<file path="src/rtl/plab5_mcore_debug_responder.sv">
// Debug command executor: performs read and copy commands through a val/rdy memory
// port. Low-domain commands that touch the secure window are denied with no memory access.
module plab5_mcore_debug_responder #(
    parameter int unsigned               p_addr_nbits = 32,
    parameter int unsigned               p_data_nbits = 32,
    parameter logic [p_addr_nbits-1:0]   p_sec_base   = 32'h0000_F000,
    parameter logic [p_addr_nbits-1:0]   p_sec_limit  = 32'h0000_FFFF
) (
    input  logic                    clk,
    input  logic                    reset,

    input  logic                    start,
    input  logic                    inst,
    input  logic [p_addr_nbits-1:0] src_addr,
    input  logic [p_addr_nbits-1:0] dest_addr,
    input  logic                    domain,

    output logic                    ack,
    output logic [p_data_nbits-1:0] read_data,
    output logic                    db_resp_domain,
    output logic                    denied,

    output logic                    mem_req_val,
    input  logic                    mem_req_rdy,
    output logic                    mem_req_type,
    output logic [p_addr_nbits-1:0] mem_req_addr,
    output logic [p_data_nbits-1:0] mem_req_data,

    input  logic                    mem_resp_val,
    input  logic [p_data_nbits-1:0] mem_resp_data
);

    typedef enum logic [2:0] {
        IDLE,
        RD_REQ,
        RD_WAIT,
        CP_RD_REQ,
        CP_RD_WAIT,
        CP_WR_REQ,
        CP_WR_WAIT,
        ACK
    } state_t;

    state_t                  state;
    state_t                  state_next;

    logic [p_addr_nbits-1:0] src_reg;
    logic [p_addr_nbits-1:0] dest_reg;
    logic                    domain_reg;
    logic                    deny_reg;
    logic [p_data_nbits-1:0] copy_reg;

    logic                    src_in_win;
    logic                    dest_in_win;
    logic                    cmd_deny;

    // Window check on the incoming command; the destination only matters for copies.
    assign src_in_win  = (src_addr  >= p_sec_base) && (src_addr  <= p_sec_limit);
    assign dest_in_win = (dest_addr >= p_sec_base) && (dest_addr <= p_sec_limit);
    assign cmd_deny    = !domain && (src_in_win || (!inst && dest_in_win));

    always_ff @(posedge clk or posedge reset) begin
        if (reset) begin
            state <= IDLE;
        end else begin
            state <= state_next;
        end
    end

    always_ff @(posedge clk or posedge reset) begin
        if (reset) begin
            src_reg    <= '0;
            dest_reg   <= '0;
            domain_reg <= 1'b0;
            deny_reg   <= 1'b0;
        end else if (state == IDLE && start) begin
            src_reg    <= src_addr;
            dest_reg   <= dest_addr;
            domain_reg <= domain;
            deny_reg   <= cmd_deny;
        end
    end

    always_ff @(posedge clk or posedge reset) begin
        if (reset) begin
            copy_reg <= '0;
        end else if ((state == RD_WAIT || state == CP_RD_WAIT) && mem_resp_val) begin
            copy_reg <= mem_resp_data;
        end
    end

    // Results are published together with the ack pulse and then held until the next ack.
    always_ff @(posedge clk or posedge reset) begin
        if (reset) begin
            ack            <= 1'b0;
            read_data      <= '0;
            db_resp_domain <= 1'b0;
            denied         <= 1'b0;
        end else begin
            ack <= (state == ACK);
            if (state == ACK) begin
                read_data      <= deny_reg ? '0 : copy_reg;
                db_resp_domain <= domain_reg;
                denied         <= deny_reg;
            end
        end
    end

    always_comb begin
        state_next   = state;
        mem_req_val  = 1'b0;
        mem_req_type = 1'b0;
        mem_req_addr = src_reg;
        mem_req_data = copy_reg;

        case (state)
            IDLE: begin
                if (start) begin
                    if (cmd_deny) begin
                        state_next = ACK;
                    end else if (inst) begin
                        state_next = RD_REQ;
                    end else begin
                        state_next = CP_RD_REQ;
                    end
                end
            end
            RD_REQ: begin
                mem_req_val = 1'b1;
                if (mem_req_rdy) begin
                    state_next = RD_WAIT;
                end
            end
            RD_WAIT: begin
                if (mem_resp_val) begin
                    state_next = ACK;
                end
            end
            CP_RD_REQ: begin
                mem_req_val = 1'b1;
                if (mem_req_rdy) begin
                    state_next = CP_RD_WAIT;
                end
            end
            CP_RD_WAIT: begin
                if (mem_resp_val) begin
                    state_next = CP_WR_REQ;
                end
            end
            CP_WR_REQ: begin
                mem_req_val  = 1'b1;
                mem_req_type = 1'b1;
                mem_req_addr = dest_reg;
                if (mem_req_rdy) begin
                    state_next = CP_WR_WAIT;
                end
            end
            CP_WR_WAIT: begin
                if (mem_resp_val) begin
                    state_next = ACK;
                end
            end
            ACK: begin
                state_next = IDLE;
            end
            default: begin
                state_next = IDLE;
            end
        endcase
    end

endmodule

</file>
<file path="config.mk">
export PLATFORM = sky130hd
export DESIGN_NAME = plab5_mcore_debug_responder
export DESIGN_NICKNAME = d
export VERILOG_FILES = /design/src/rtl/plab5_mcore_debug_responder.sv
export SDC_FILE = /design/constraint.sdc
export NUM_CORES = 1
export LEC_CHECK = 0
export CAP_MARGIN = 20
export CORE_ASPECT_RATIO = 0.8
export CORE_MARGIN = 2
export CORE_UTILIZATION = 49
export CTS_CLUSTER_DIAMETER = 50
export DETAILED_ROUTE_END_ITERATION = 16
export GPL_TIMING_DRIVEN = 0
export PLACE_DENSITY = 0.95
export REMOVE_ABC_BUFFERS = 1
export SLEW_MARGIN = 20
export SYNTH_ARGS = -nofsm -noshare
export SYNTH_HDL_FRONTEND = slang
export SYNTH_SLANG_ARGS = --single-unit
</file>
<file path="constraint.sdc">
create_clock -name clk -period 14.2 [get_ports clk]
set_clock_uncertainty 0.2 [all_clocks]
set_input_delay 2.84 -clock clk [delete_from_list [all_inputs] [get_ports clk]]
set_output_delay 2.84 -clock clk [all_outputs]
set_load 0.005 [all_outputs]
</file>
* Word level (Yosys, flattened, before mapping) *
Index checks and enable logic that the tools add are counted.

cells by class
  mux-type cells = 13
  bitwise logic cells = 0
  add/subtract/negate cells = 0
  shift-type cells = 0
  reductions and logical operators = 14
  order comparisons = 4
  equal/unequal tests = 13
  divide/modulo/power cells = 0
  $mul = 0

operators by type and width
  cell                                                                                   number
  32-bit by 16-bit greater-or-equal comparator with 1-bit output, second input constant  2
  32-bit by 16-bit less-or-equal comparator with 1-bit output, second input constant     2
  32-bit 2-to-1 mux                                                                      2
  3-bit 2-to-1 mux                                                                       7
  3-bit one-hot mux with 7 select lines                                                  1
  3-bit equality test, second input constant                                             4
  2-bit inequality test, second input constant                                           5
  3-bit by 2-bit equality test with 1-bit output, second input constant                  2
  1-bit logical AND                                                                      6
  6-bit AND reduction                                                                    1
  3-bit by 1-bit equality test with 1-bit output, second input constant                  1
  3-bit zero test                                                                        1
  3-bit OR reduction                                                                     1
  1-bit zero test                                                                        2
  1-bit logical OR                                                                       2
  1-bit 2-to-1 mux                                                                       2
  2-bit 2-to-1 mux                                                                       1
  2-bit by 1-bit inequality test with 1-bit output, second input constant                1
  2-bit OR reduction                                                                     1

storage, ports and cells
  bits in latches = 0
  bits in writable memories = 0
  memories = 0
  ROM bits = 0
  logic and storage cells = 54
  flip-flop bits (word level) = 136

* Depth between registers and ports, before layout *
  depth after elaboration = 8
  mapped depth = 7

* Worst setup path before layout *
Ideal clock, no wire load.

  path kind = reg2out
  start = reg state[1]
  end = out mem_req_addr[0]
  setup slack = 9787 ps
  stages on the path, launching flop included = 6
  arrival time = 1373 ps
  path buffers = 1
  data required time = 11160 ps
  cells stage by stage = dfrtp_1 -> inv_1 -> ha_1 -> nand2_1 -> buf_2 -> mux2_2

between the ends
  longest elaborated chain between the ends = 2

RTL lines
  what                      RTL line  RTL
  start: declaration        44        state_t state;
  start signal: assignment  66        state <= state_next;
  3-bit equality test       116       case (state)
  32-bit 2-to-1 mux         116
  end: declaration          26        output logic [p_addr_nbits-1:0] mem_req_addr,

No other way between the ends.

* Worst setup path after layout *
  start = reg state[1]
  end = out mem_req_addr[15]

Same word-level chain as after synthesis.

==> results.cfg <==
[global_route]
grt_max_degree = 71
antenna_found_initial = 0
grt_first_pass_wirelength_um = 22600
grt_usage = 0.225
grt_pass1_vias = 4507
grt_overflow_total = 0

[drt]
ant_nets = 0
drc = 0
avgRoutedWirePerCell_um = 17.8
drtIter0Drc = 167
firstDrtPassIters = 4
viasPerCell = 5.16
wl_um = 14200
vias = 4131

[floorplan]
ios = 204
core_area_um2 = 11600
die_w_um = 126
start_util = 0.505
dieArea_um2 = 12800
rows = 35
die_h_um = 102

[clock_tree]
htreeDepth = 4
cts_setup_buffers = 0
cts-resized-gates = 0
clock_latency_ns = 0.40
cts_tree = yes
clock_sinks = 136
clk_path_buf_depth = 2
numCtsBuffers = 17
ctsHoldBuffers = 0
clock_tree.root_cell = clkbuf_16
clkTransAtPathRegs_ns = 0.05

[synth]
muxShareOfSynthArea = 0.258
synth_top_area_frac = 0.583
avgSynthCellArea_um2 = 13.3
synth_top_family_by_area = multiplexers
synth_ff_type = dfrtp_1
ys_warn_count = 0
syn-cell-area_um2 = 5840
ys_top_cells_by_area = dfrtp_1 (58%), mux2_2 (25%), nand2b_1 (3.5%)
synth-adder-area-share = 0.00857
synth_seq_cells = 136
synthCells = 440
synth.most_common_cell = dfrtp_1
synth_xor_xnor_area_share = 0
ys_seq_area_frac = 0.583
synth_edf_count = 0
synthSimpleGateAreaFrac = 0.0885
async_flop_share = 1.00
synth_top_cells_by_count = dfrtp_1 (136), mux2_2 (131), nand2_1 (40)
synth_cell_type_count = 27
synth_area_leader_cell = dfrtp_1
synth_compound_area_frac = 0.0364

[setup_path]
timing.reg2reg.setup_slack_ns = 11.72
cp_data_arrival_time_ns = 2.39
cp_max_fo = 29
worstPathRequired_ns = 11.16
startpoint_type = flop
critPathKind = flop to output port
cp-end-kind = output port

[placed_design]
dp_hpwl_um = 9990
place.gp.congestion = 0.809
dp.cells = 770
portBuffers = 203

[layout]
antenna_cells = 0
fillers = 749
final_cells = 801
drive_gt1_frac = 0.263
nets = 748
fin_util = 0.741
syn2layout_area_growth_pct = 46.7

[sta]
rsz0062_at_grt = false
fmax_mhz = 184
finalSetupViolations = 0
whs_ns = 0.277
relSlewSlack = 0.367
period_share = 0.382
post-route-min-period_ns = 5.43
setup-tns-final_ns = 0
max_slew.worst_pin.slew_ns = 0.949
slew_viol_final = 0
hold_viol_final = 0

[hold_path]
hp-class = flop to flop

[pwr]
switching_share = 0.294
p_total_mw = 1.93
p_switching_uw = 566
max-vdd-ir-drop_uv = 118
seqPwrFrac = 0.359
intPower_mw = 1.36
power_frac_comb = 0.428
pwr-share-clk = 0.212
leakage_nw = 3.73
power_density_nw_per_um2 = 225

[flow_run]
cap_violations = 0

[run_status]
status = complete, no violations
-- critical path: stages, from the launching register on --
cell and delay (ns):
dfrtp_1 0.43, inv_1 0.09, ha_1 0.23, nand2_2 0.16
buf_12 0.22, mux2_2 0.36, clkdlybuf4s50_1 0.47
-- cells by family after synthesis --
family	count (synthesis)
flip-flops	136
adder cells (fa/ha/maj)	4
buffers and inverters	31
AO/OA/AOI/OAI	41
multiplexers	134
AND/OR/NAND/NOR	94
-- cell usage in the layout (no fill, tap or decap), drive strengths merged, types with 4 or more instances in the layout --
cell type	netlist	layout
clkbuf	7	23
clkdlybuf4s50	0	203
clkinv	0	4
dfrtp	136	136
ha	4	4
inv	7	7
mux2	131	131
nand2	40	40
nand2b	35	35
nor4	8	8
o21ai	35	35
-- layer usage --
metal  global-route usage  routed length (um)  vias to the layer above
met3               0.0676                 775                       19
met4               0.0871                 248                        0
met1                0.266                5880                     2062
met5                    0                   0                        -
met2                0.393                7320                      119
li1                     -                   -                     1931
-- per-stage QoR --
step	instance area, um^2	worst slack [ns]
detailed placement	8010	9.19
floorplan	5710	7.52
global route	8560	8.65
finish	8560	8.77
CTS	8560	8.75
global placement	7930	5.90
-- power by group through the flow --
stage | registers, mW | clock network, mW | logic [mW]
global route | 0.716 | 0.435 | 0.890
floorplan | 0.675 | 0 | 0.380
global placement | 0.676 | 0 | 0.787
detailed placement | 0.696 | 0 | 0.827
finish | 0.693 | 0.409 | 0.825
CTS | 0.692 | 0.417 | 0.836
-- final cells by class --
| class | count | area, um^2 | area share |
|---|---|---|---|
| Tap cell | 148 | 185 | 0.0216 |
| Clock buffer | 23 | 478 | 0.0558 |
| Timing Repair Buffer | 206 | 2100 | 0.245 |
| Inverter | 7 | 33.8 | 0.00394 |
| Multi-Input combinational cell | 273 | 2290 | 0.268 |
| Clock inverter | 8 | 72.6 | 0.00847 |
| Sequential cell | 136 | 3400 | 0.397 |
-- final timing paths --
check / cells after the start / startpoint / endpoint
setup / recovery: 6 / state[1] / mem_req_addr[15]
hold / removal: 2 / read_data[31] / read_data[31]
setup reg to reg: 4 / state[0] / src_reg[12]
hold reg to reg: 2 / read_data[31] / read_data[31]
max in group asynchronous: 3 / reset / src_reg[25]
min in group asynchronous: 2 / reset / mem_req_data[24]
No activity file was read; power rests on OpenSTA's default activity.
